$ cat config.mk
export PLATFORM = sky130hd
export DESIGN_NAME = bitmap_blit_ctrl_flat
export DESIGN_NICKNAME = d
export VERILOG_FILES = /design/src/rtl/bitmap_blit_ctrl_pkg.sv /design/src/rtl/bitmap_blit_ctrl_if.sv /design/src/rtl/bitmap_blit_ctrl_skid_buf.sv /design/src/rtl/bitmap_blit_ctrl.sv /design/src/flat_wrapper.sv
export SDC_FILE = /design/constraint.sdc
export NUM_CORES = 1
export LEC_CHECK = 0
export ABC_AREA = 1
export BUFFER_PORTS_ARGS = -buffer_cell sky130_fd_sc_hd__buf_2
export CAP_MARGIN = 20
export CORE_ASPECT_RATIO = 1.75
export CORE_UTILIZATION = 50
export DETAILED_ROUTE_END_ITERATION = 6
export HOLD_SLACK_MARGIN = 0.03
export PLACE_DENSITY = 0.7
export SKIP_LAST_GASP = 1
export SLEW_MARGIN = 5
export SYNTH_ARGS = -nofsm -noshare
export SYNTH_HDL_FRONTEND = slang
export SYNTH_SLANG_ARGS = --single-unit
$ cat constraint.sdc
create_clock -name clk -period 6.6 [get_ports clk]
set_input_delay 1.32 -clock clk [delete_from_list [all_inputs] [get_ports clk]]
set_output_delay 1.32 -clock clk [all_outputs]
set_load 0.01 [all_outputs]
$ cat src/rtl/bitmap_blit_ctrl_pkg.sv
// Shared definitions for the bitmap blitter: FSM state encoding, RGB565 colour constants and the default ROM row pitch.
package bitmap_pkg;

    typedef enum logic [1:0] {
        IDLE  = 2'd0,
        RUN   = 2'd1,
        DRAIN = 2'd2,
        DONE  = 2'd3
    } blit_state_e;

    localparam logic [15:0] RGB565_BLACK = 16'h0000;
    localparam logic [15:0] RGB565_WHITE = 16'hFFFF;
    localparam logic [15:0] RGB565_RED   = 16'hF800;
    localparam logic [15:0] RGB565_GREEN = 16'h07E0;
    localparam logic [15:0] RGB565_BLUE  = 16'h001F;

    localparam int DEFAULT_STRIDE = 480;

endpackage

$ cat src/rtl/bitmap_blit_ctrl_if.sv
// Pixel stream from the blitter to the LCD writer (valid/ready).
// With BITMAP_TRANSP_EN defined the stream also carries a per-pixel write enable.
interface bitmap_blit_ctrl_if #(
    parameter int PIX_W = 16
);
    logic             pix_valid;
    logic [PIX_W-1:0] pix_data;
    logic             pix_last;
    logic             pix_ready;
`ifdef BITMAP_TRANSP_EN
    logic             pix_we;
`endif

    modport master (
        input  pix_ready,
        output pix_valid, pix_data, pix_last
`ifdef BITMAP_TRANSP_EN
        , output pix_we
`endif
    );

    modport slave (
        output pix_ready,
        input  pix_valid, pix_data, pix_last
`ifdef BITMAP_TRANSP_EN
        , input pix_we
`endif
    );
endinterface

$ cat src/rtl/bitmap_blit_ctrl_skid_buf.sv
// Two-entry FIFO holding expanded pixels between the ROM read and the pixel sink.
// The head entry never changes while it is valid and not popped.
module bitmap_skid_buf #(
    parameter int W = 17
) (
    input  logic         clk,
    input  logic         rst,
    input  logic         push,
    input  logic [W-1:0] push_data,
    input  logic         pop,
    output logic         valid,
    output logic [W-1:0] head,
    output logic [1:0]   count
);
    logic [W-1:0] entry0_q, entry0_d;
    logic [W-1:0] entry1_q, entry1_d;
    logic [1:0]   count_q, count_d;

    // The issuer never pushes into a full buffer unless it also pops
    always_comb begin
        entry0_d = entry0_q;
        entry1_d = entry1_q;
        count_d  = count_q;
        case ({push, pop})
            2'b10: begin
                if (count_q == 2'd0) entry0_d = push_data;
                else                 entry1_d = push_data;
                count_d = count_q + 2'd1;
            end
            2'b01: begin
                entry0_d = entry1_q;
                count_d  = count_q - 2'd1;
            end
            2'b11: begin
                if (count_q == 2'd1) begin
                    entry0_d = push_data;
                end else begin
                    entry0_d = entry1_q;
                    entry1_d = push_data;
                end
            end
            default: ;
        endcase
    end

    always_ff @(posedge clk) begin
        if (rst) begin
            entry0_q <= '0;
            entry1_q <= '0;
            count_q  <= '0;
        end else begin
            entry0_q <= entry0_d;
            entry1_q <= entry1_d;
            count_q  <= count_d;
        end
    end

    assign valid = (count_q != 2'd0);
    assign head  = entry0_q;
    assign count = count_q;
endmodule

$ cat src/rtl/bitmap_blit_ctrl.sv
// Walks a rectangle of the 1-bpp bitmap ROM and streams RGB565 pixels to the LCD writer.
// Define BITMAP_TRANSP_EN to add transp_i and a per-pixel write enable on the stream.
module bitmap_blit_ctrl
    import bitmap_pkg::*;
#(
    parameter int ADDR_WIDTH = 17,
    parameter int IMG_STRIDE = DEFAULT_STRIDE,
    parameter int COORD_W    = 9,
    parameter int PIX_W      = 16
) (
    input  logic                  clk,
    input  logic                  rst,
    input  logic                  start_i,
    input  logic [COORD_W-1:0]    x0_i,
    input  logic [COORD_W-1:0]    y0_i,
    input  logic [COORD_W-1:0]    w_i,
    input  logic [COORD_W-1:0]    h_i,
    input  logic [PIX_W-1:0]      fg_i,
    input  logic [PIX_W-1:0]      bg_i,
`ifdef BITMAP_TRANSP_EN
    input  logic                  transp_i,
`endif
    output logic                  busy_o,
    output logic                  done_o,
    output logic [ADDR_WIDTH-1:0] rom_addr_o,
    input  logic                  rom_data_i,
    bitmap_blit_ctrl_if.master    pix
);
`ifdef BITMAP_TRANSP_EN
    localparam int BUF_W = PIX_W + 2;
`else
    localparam int BUF_W = PIX_W + 1;
`endif
    localparam logic [ADDR_WIDTH-1:0] STRIDE = ADDR_WIDTH'(IMG_STRIDE);

    blit_state_e           state_q, state_d;
    logic [COORD_W-1:0]    w_q, w_d, h_q, h_d, col_q, col_d, row_q, row_d;
    logic [ADDR_WIDTH-1:0] row_base_q, row_base_d, rom_addr_q, rom_addr_d;
    logic [PIX_W-1:0]      fg_q, fg_d, bg_q, bg_d;
    logic                  inflight_q, inflight_d, inflight_last_q, inflight_last_d;
    logic                  busy_q, busy_d, done_q, done_d;
`ifdef BITMAP_TRANSP_EN
    logic                  transp_q, transp_d;
`endif

    logic [ADDR_WIDTH-1:0] cur_base;
    logic [COORD_W-1:0]    cur_col, cur_row, cur_w, cur_h;
    logic                  issue, issue_last, pop, buf_valid;
    logic [1:0]            buf_count;
    logic [2:0]            occupancy;
    logic [BUF_W-1:0]      buf_head, push_entry;

    assign pop       = buf_valid & pix.pix_ready;
    assign occupancy = 3'(buf_count) + 3'(inflight_q) - 3'(pop);

    // In IDLE the first address comes straight from the request so the ROM read starts in the start cycle
    always_comb begin
        cur_base = row_base_q;
        cur_col  = col_q;
        cur_row  = row_q;
        cur_w    = w_q;
        cur_h    = h_q;
        if (state_q == IDLE) begin
            cur_base = ADDR_WIDTH'(y0_i) * STRIDE + ADDR_WIDTH'(x0_i);
            cur_col  = '0;
            cur_row  = '0;
            cur_w    = w_i;
            cur_h    = h_i;
        end
        issue_last = (cur_col == cur_w - COORD_W'(1)) && (cur_row == cur_h - COORD_W'(1));
        issue = (occupancy < 3'd2) &&
                ((state_q == RUN) ||
                 ((state_q == IDLE) && start_i && (w_i != '0) && (h_i != '0)));
    end

    always_comb begin
        state_d         = state_q;
        w_d             = w_q;
        h_d             = h_q;
        col_d           = col_q;
        row_d           = row_q;
        row_base_d      = row_base_q;
        rom_addr_d      = rom_addr_q;
        fg_d            = fg_q;
        bg_d            = bg_q;
        inflight_d      = issue;
        inflight_last_d = inflight_last_q;
`ifdef BITMAP_TRANSP_EN
        transp_d        = transp_q;
`endif
        if (issue) begin
            rom_addr_d      = cur_base + ADDR_WIDTH'(cur_col);
            inflight_last_d = issue_last;
            if (cur_col == cur_w - COORD_W'(1)) begin
                col_d      = '0;
                row_d      = cur_row + COORD_W'(1);
                row_base_d = cur_base + STRIDE;
            end else begin
                col_d      = cur_col + COORD_W'(1);
                row_d      = cur_row;
                row_base_d = cur_base;
            end
        end
        case (state_q)
            IDLE: begin
                if (start_i) begin
                    w_d  = w_i;
                    h_d  = h_i;
                    fg_d = fg_i;
                    bg_d = bg_i;
`ifdef BITMAP_TRANSP_EN
                    transp_d = transp_i;
`endif
                    if ((w_i == '0) || (h_i == '0)) state_d = DONE;
                    else if (issue_last)             state_d = DRAIN;
                    else                             state_d = RUN;
                end
            end
            RUN:     if (issue && issue_last) state_d = DRAIN;
            DRAIN:   if (pop && buf_head[BUF_W-PIX_W-1]) state_d = DONE;
            default: state_d = IDLE;
        endcase
        busy_d = (state_d != IDLE);
        done_d = (state_q == DONE);
    end

    always_ff @(posedge clk) begin
        if (rst) begin
            state_q         <= IDLE;
            w_q             <= '0;
            h_q             <= '0;
            col_q           <= '0;
            row_q           <= '0;
            row_base_q      <= '0;
            rom_addr_q      <= '0;
            fg_q            <= '0;
            bg_q            <= '0;
            inflight_q      <= 1'b0;
            inflight_last_q <= 1'b0;
            busy_q          <= 1'b0;
            done_q          <= 1'b0;
`ifdef BITMAP_TRANSP_EN
            transp_q        <= 1'b0;
`endif
        end else begin
            state_q         <= state_d;
            w_q             <= w_d;
            h_q             <= h_d;
            col_q           <= col_d;
            row_q           <= row_d;
            row_base_q      <= row_base_d;
            rom_addr_q      <= rom_addr_d;
            fg_q            <= fg_d;
            bg_q            <= bg_d;
            inflight_q      <= inflight_d;
            inflight_last_q <= inflight_last_d;
            busy_q          <= busy_d;
            done_q          <= done_d;
`ifdef BITMAP_TRANSP_EN
            transp_q        <= transp_d;
`endif
        end
    end

`ifdef BITMAP_TRANSP_EN
    assign push_entry = {(rom_data_i ? fg_q : bg_q), inflight_last_q, (rom_data_i | ~transp_q)};
    assign pix.pix_we = buf_head[0];
`else
    assign push_entry = {(rom_data_i ? fg_q : bg_q), inflight_last_q};
`endif

    bitmap_skid_buf #(.W(BUF_W)) u_skid_buf (
        .clk       (clk),
        .rst       (rst),
        .push      (inflight_q),
        .push_data (push_entry),
        .pop       (pop),
        .valid     (buf_valid),
        .head      (buf_head),
        .count     (buf_count)
    );

    assign pix.pix_valid = buf_valid;
    assign pix.pix_data  = buf_head[BUF_W-1 -: PIX_W];
    assign pix.pix_last  = buf_head[BUF_W-PIX_W-1];
    assign rom_addr_o    = rom_addr_d;
    assign busy_o        = busy_q;
    assign done_o        = done_q;
endmodule

$ cat src/flat_wrapper.sv
// flat-port wrapper written by rule: the top's interface ports become plain ports
module bitmap_blit_ctrl_flat import bitmap_pkg::*;
#(
    parameter int ADDR_WIDTH = 17,
    parameter int IMG_STRIDE = DEFAULT_STRIDE,
    parameter int COORD_W    = 9,
    parameter int PIX_W      = 16
)
  (clk, rst, start_i, x0_i, y0_i, w_i, h_i, fg_i, bg_i, busy_o, done_o, rom_addr_o, rom_data_i, pix_pix_ready, pix_pix_valid, pix_pix_data, pix_pix_last);
  bitmap_blit_ctrl_if #(.PIX_W(PIX_W)) pix_i ();
  input  logic clk;
  input  logic rst;
  input  logic start_i;
  input  logic [COORD_W-1:0] x0_i;
  input  logic [COORD_W-1:0] y0_i;
  input  logic [COORD_W-1:0] w_i;
  input  logic [COORD_W-1:0] h_i;
  input  logic [PIX_W-1:0] fg_i;
  input  logic [PIX_W-1:0] bg_i;
  output logic busy_o;
  output logic done_o;
  output logic [ADDR_WIDTH-1:0] rom_addr_o;
  input  logic rom_data_i;
  input wire logic [$bits(pix_i.pix_ready)-1:0] pix_pix_ready;
  output wire logic [$bits(pix_i.pix_valid)-1:0] pix_pix_valid;
  output wire logic [$bits(pix_i.pix_data)-1:0] pix_pix_data;
  output wire logic [$bits(pix_i.pix_last)-1:0] pix_pix_last;
  assign pix_i.pix_ready = pix_pix_ready;
  assign pix_pix_valid = pix_i.pix_valid;
  assign pix_pix_data = pix_i.pix_data;
  assign pix_pix_last = pix_i.pix_last;
  bitmap_blit_ctrl #(.ADDR_WIDTH(ADDR_WIDTH), .IMG_STRIDE(IMG_STRIDE), .COORD_W(COORD_W), .PIX_W(PIX_W)) u_core (.clk(clk), .rst(rst), .start_i(start_i), .x0_i(x0_i), .y0_i(y0_i), .w_i(w_i), .h_i(h_i), .fg_i(fg_i), .bg_i(bg_i), .busy_o(busy_o), .done_o(done_o), .rom_addr_o(rom_addr_o), .rom_data_i(rom_data_i), .pix(pix_i));
endmodule
* After elaboration in Yosys (flattened, before gate mapping)
Cells that the tools add are included.
** Storage, ports and cells
- Input bits :: 73
- Bits in registers :: 144
** Operators by class
- Muxes and demuxes :: 23
- Magnitude comparators :: 1
- Reduce and logical (&&, ||, !) cells :: 23
- Bitwise operators :: 1
- Equality and inequality tests :: 12
- $mul :: 1
- Add/subtract/negate cells :: 11
** Operators by type and width (number)
- 17-bit two-way mux :: 7
- 9-bit two-way mux :: 6
- 17-bit case mux with 3 select lines :: 1
- 17-bit by 9-bit adder with 17-bit output :: 2
- 17-bit case mux with 2 select lines :: 1
- 9-bit by 1-bit adder with 9-bit output (second input constant) :: 2
- 9-bit == test :: 2
- 9-bit zero test :: 2
- 9-bit nonzero test :: 2
- 9-bit by 1-bit subtractor with 9-bit output (second input constant) :: 2
- 17-bit by 9-bit adder with 17-bit output (second input constant) :: 1
- 16-bit two-way mux :: 1
- 9-bit by 4-bit multiplier with 12-bit output (second input constant) :: 1
- 2-bit two-way mux :: 5
- 2-bit == test (second input constant) :: 4
- 2-bit nonzero test :: 4
- 1-bit logical AND :: 7
- 2-bit by 1-bit == test with 1-bit output (second input constant) :: 3
- 2-bit != test (second input constant) :: 3
- 2-bit case mux with 3 select lines :: 1
- 2-bit zero test :: 2
- 2-bit case mux with 2 select lines :: 1
- 2-bit AND reduction :: 2
- 2-bit by 1-bit adder with 3-bit output :: 1
- other kinds (8) :: 9

* Logic depth before layout (Yosys ltp)
- Depth after elaboration :: 10
- Gate-level depth with buffers :: 24
- Gate-level depth less buffers :: 24

* Modules after synthesis
Synthesis repeated with hierarchy kept, for this count alone.
** Second synthesis, totals
- Cells, all modules :: 1534
- Area, all modules :: 10060.9 sq um
** By module, submodules not included
- bitmap_blit_ctrl :: area each 8132.8 sq um, cells each 1260, instances 1
- bitmap_skid_buf :: area each 1928.1 sq um, cells each 274, instances 1

* Worst setup path before layout
No wires, ideal clock.
- Kind :: in2out
- Start point :: in y0_i[0]
- End point :: out rom_addr_o[15]
- Arrival :: 4.920 ns
- Path slack :: 0.360 ns
- Stages on the path :: 19
- Data required time :: 5.280 ns
- Path buffers :: 0
- Path through :: fa_1 > fa_1 > inv_1 > fa_1 > inv_1 > ha_1 > o21ai_0 > nand2_1 > ha_1 > inv_1 > nor4_1 > nand2_1 > o311ai_0 > a31oi_1 > nor2_1 > nand2_1 > nand2_1 > nand3_1 > nand2_1
** Between the ends
- Word-level cells in the longest chain between the ends :: 5
** Ends and longest elaborated chain
- from (decl) :: line flat_wrapper.sv:15 : input logic [COORD_W-1:0] y0_i;
- 9-bit by 4-bit multiplier with 12-bit output :: line bitmap_blit_ctrl.sv:64 : cur_base = ADDR_WIDTH'(y0_i) * STRIDE + ADDR_WIDTH'(x0_i);
- 17-bit by 9-bit adder with 17-bit output :: line bitmap_blit_ctrl.sv:64
- 17-bit two-way mux :: line bitmap_blit_ctrl.sv:63 : if (state_q == IDLE) begin
- 17-bit by 9-bit adder with 17-bit output :: line bitmap_blit_ctrl.sv:92 : rom_addr_d = cur_base + ADDR_WIDTH'(cur_col);
- 17-bit two-way mux :: line bitmap_blit_ctrl.sv:91 : if (issue) begin
- to (decl) :: line flat_wrapper.sv:22 : output logic [ADDR_WIDTH-1:0] rom_addr_o;
No other way between the ends.

* Worst setup path in the final report
- Start point :: in y0_i[2]
- End point :: out rom_addr_o[13]
The elaborated chain is that of the path after synthesis.

==> impl_metrics.yaml <==
status:
  outcome: "finished clean"
setup_path:
  crit_path_max_incr_delay_ps: 590
  r2r_start: "u_core.state_q[1]$_SDFF_PP0_"
  path_max_fanout: 4
  reg2reg_depth: 18
  r2r_end: "u_core.row_q[0]$_SDFFE_PP0P_"
  crit_required_ps: 5280
  critPathCaptureType: "output pin"
  cp_cell_sequence: "buf_6 -> fa_1 -> fa_1 -> inv_2 -> fa_1 -> inv_2 -> ha_4 -> a21oi_2 -> o21ai_2 -> nand2_2 -> ha_4 -> inv_4 -> nor4_4 -> nand2_1 -> o311ai_2 -> a31oi_1 -> buf_4 -> inv_4 -> nand2_2 -> nand2_2 -> nand3_2 -> o21ai_2 -> inv_1 -> buf_2"
  crit_arrival_ps: 5280
  cp-start-kind: "input pin"
  rrSetupSlack_ps: 2820
  crit_type: "input pin to output pin"
  cpMaxStageDelayCell: "fa_1"
worst_hold_path:
  worstHoldStart: "u_core.bg_q[4]$_SDFFE_PP0P_"
  whs_endpoint: "u_core.bg_q[4]$_SDFFE_PP0P_"
  hold_class: "flip-flop to flip-flop"
  worstHoldPathCells: 2
route:
  drc: 0
  final_antenna_net_count: 0
  routed_via_density: 5.21
  vias: 9483
  wl_per_cell_um: 13.5
  drt_iter0_markers: 426
  drt-total-wl_mm: 24.5
  drtPass1Iterations: 5
clocking:
  clock_sinks: 144
  clk_pin_slew_ps: 60
  cts-root-buf: "clkbuf_16"
  cts_htree_levels: 4
  cts_buffers: 17
  worstSkewPairLatency_ps: 430
  clockBufferDepth: 2
  hold_buffers: 0
  cts_tree: "built"
final_layout:
  finalCoreUtilization: 0.599
  nFillCells: 1855
  postLayoutCellArea_um2: 11100
  final_cell_mix: "343 x nand2_1, 230 x inv_1, 144 x dfxtp_1, 138 x o21ai_0, 127 x nor2_1"
  drive_above_1_share: 0.159
  layout_commonest_cell: "nand2_1"
  areaGrowthSynthToFinish_pct: 16.8
  register_area_um2: 2880
  multi_input_area_um2: 5650
  finalNonFillerCells: 1820
  fin_nets: 1697
  antenna_cells: 0
sta:
  fmax_mhz: 152
  slew_violations: 0
  fin_worst_skew_ps: 7.56
  rsz0062_at_grt: "true"
  fin_crit_ps: 6600
  relSlewSlack: 0.331
  worst_pin_slew_ps: 1000
  hold_viol_final: 0
  timing.hold.ws_ps: 447
  fin_crit_sh: 1.00
  setup_viol: 0
yosys:
  syn_nets: 1600
  synth_area_leaders: "dfxtp_1 30%, nand2_1 14%, inv_1 9.3%"
  ys_seq_area_frac: 0.303
  synthArstFlopShare: 0
  syn_area_um2: 9520
  ys_ff_latch: 144
  yosysTopAreaCell: "dfxtp_1"
  yosysWarnings: 0
  syn_inst: 1472
  yosysTopAreaCellShare: 0.303
  synth_edf_count: 0
  synth.distinct_cells: 43
  avgSynthCellArea_um2: 6.47
  synth_flop_cell: "dfxtp_1"
place:
  gp_congestion: 0.881
  io_buffers: 109
  dp_hpwl_mm: 17.7
  placed_cells: 1780
  detailed_place.area_um2: 10200
die:
  fp.coreArea_um2: 18600
  initial_core_util: 0.513
  rows: 66
  die_w_um: 106
  io_pins: 110
  dieArea_um2: 19600
  dieHeight_um: 185
job:
  drv_cap: 0
grt:
  grt_remaining_overflow: 0
  grt_use_total: 0.252
  grt_max_degree: 87
  grt_pass1_vias: 8579
  grt_pass1_wl_mm: 39.3
  antenna_found_initial: 0
power_and_ir_drop:
  power_mw: 4.01
  ir_worst_vdd_mv: 0.264
  power_leakage_nw: 5.39
  power_density_nw_per_um2: 360
## cell type report
type                    instances  share of cell area
multi-input cells            1029               0.508
flip-flops and latches        144               0.259
inverters                     242              0.0821
repair buffers                135              0.0693
clock buffers                  17              0.0382
well taps                     238              0.0268
clock inverters                15              0.0164
## worst max-delay path, delay by kind of cell
kind / cells / cell delay, ps
adder cells (fa/ha/maj): 5 / 2180
AND/OR/NAND/NOR: 6 / 670
buffers and inverters: 8 / 660
AO/OA/AOI/OAI: 5 / 430
## logic make-up (layout without fill, tap and decap cells)
logic type / count (synthesis) / count (layout) / share of synthesized area
simple gates: 634 / 634 / 0.281
compound gates: 307 / 307 / 0.176
buf+inv: 299 / 409 / 0.123
flops: 144 / 144 / 0.303
fa+ha+maj: 55 / 55 / 0.0865
xor+xnor: 33 / 33 / 0.0311
## sequential cells by signal, indices dropped and copies added, names as in the netlist
name                        count
u_core.u_skid_buf.head         17
u_core.u_skid_buf.entry1_q     17
u_core.done_o                   1
u_core.u_skid_buf.count         2
u_core.row_q                    9
u_core.rom_addr_q              17
u_core.busy_o                   1
u_core.inflight_last_q          1
u_core.fg_q                    16
u_core.bg_q                    16
u_core.col_q                    9
u_core.inflight_q               1
u_core.w_q                      9
u_core.row_base_q              17
u_core.state_q                  2
u_core.h_q                      9
## report_power, final
group / internal (mW) / switching (mW) / leakage, nW
Clock: 0.599 / 0.405 / 0.287
Combinational: 0.664 / 1.20 / 3.92
Sequential: 1.07 / 0.0751 / 1.18
## synth_stat cells (all sizes together), types with 2 or more instances
library cell and number:
nor2 151, buf 18, nand3 83, o21ai 166, or2 11, nor3 12, clkbuf 39, nand4 13
o21bai 2, a21oi 101, dfxtp 144, o32ai 5, a31oi 2, inv 239, xnor2 7, ha 37
clkinv 3, nor4 4, a211oi 5, o211ai 6, nand3b 3, xor2 26, fa 18, nand2 356
o221ai 17
## repair_timing
| action | 4_1_cts | 5_1_grt |
|---|---|---|
| gates resized for setup | 4 | 50 |
| pin swaps | 1 | 17 |
| buffers inserted | 1 | 6 |
| endpoints found under the setup margin | 4 | 7 |
## routing by layer
layer	GRT usage	vias up	routed length, um
li1	-	4890	-
met2	0.486	171	13300
met3	0.0446	55	655
met5	0	-	0
met4	0.123	0	989
met1	0.254	4367	9570
## how the worst max path moves through the flow
stage / slack [ps] / start / endpoint / cells past startpoint
after floorplan: 360 / y0_i[0] / rom_addr_o[15] / 19
after global placement: -130 / y0_i[0] / rom_addr_o[15] / 21
after detailed placement: -280 / y0_i[0] / rom_addr_o[15] / 21
after CTS: -10 / y0_i[0] / rom_addr_o[16] / 25
after global routing: -170 / y0_i[2] / rom_addr_o[13] / 24
final: 0.6 / y0_i[2] / rom_addr_o[13] / 24
## through the flow
stage          setup TNS, ps  worst slack, ps
5_1_grt                 -609             -174
4_1_cts                -9.56            -9.56
3_3_place_gp            -245             -126
3_5_place_dp            -814             -276
6_report                   0            0.606
2_1_floorplan              0              360
Power figures use the tool's default switching activity.
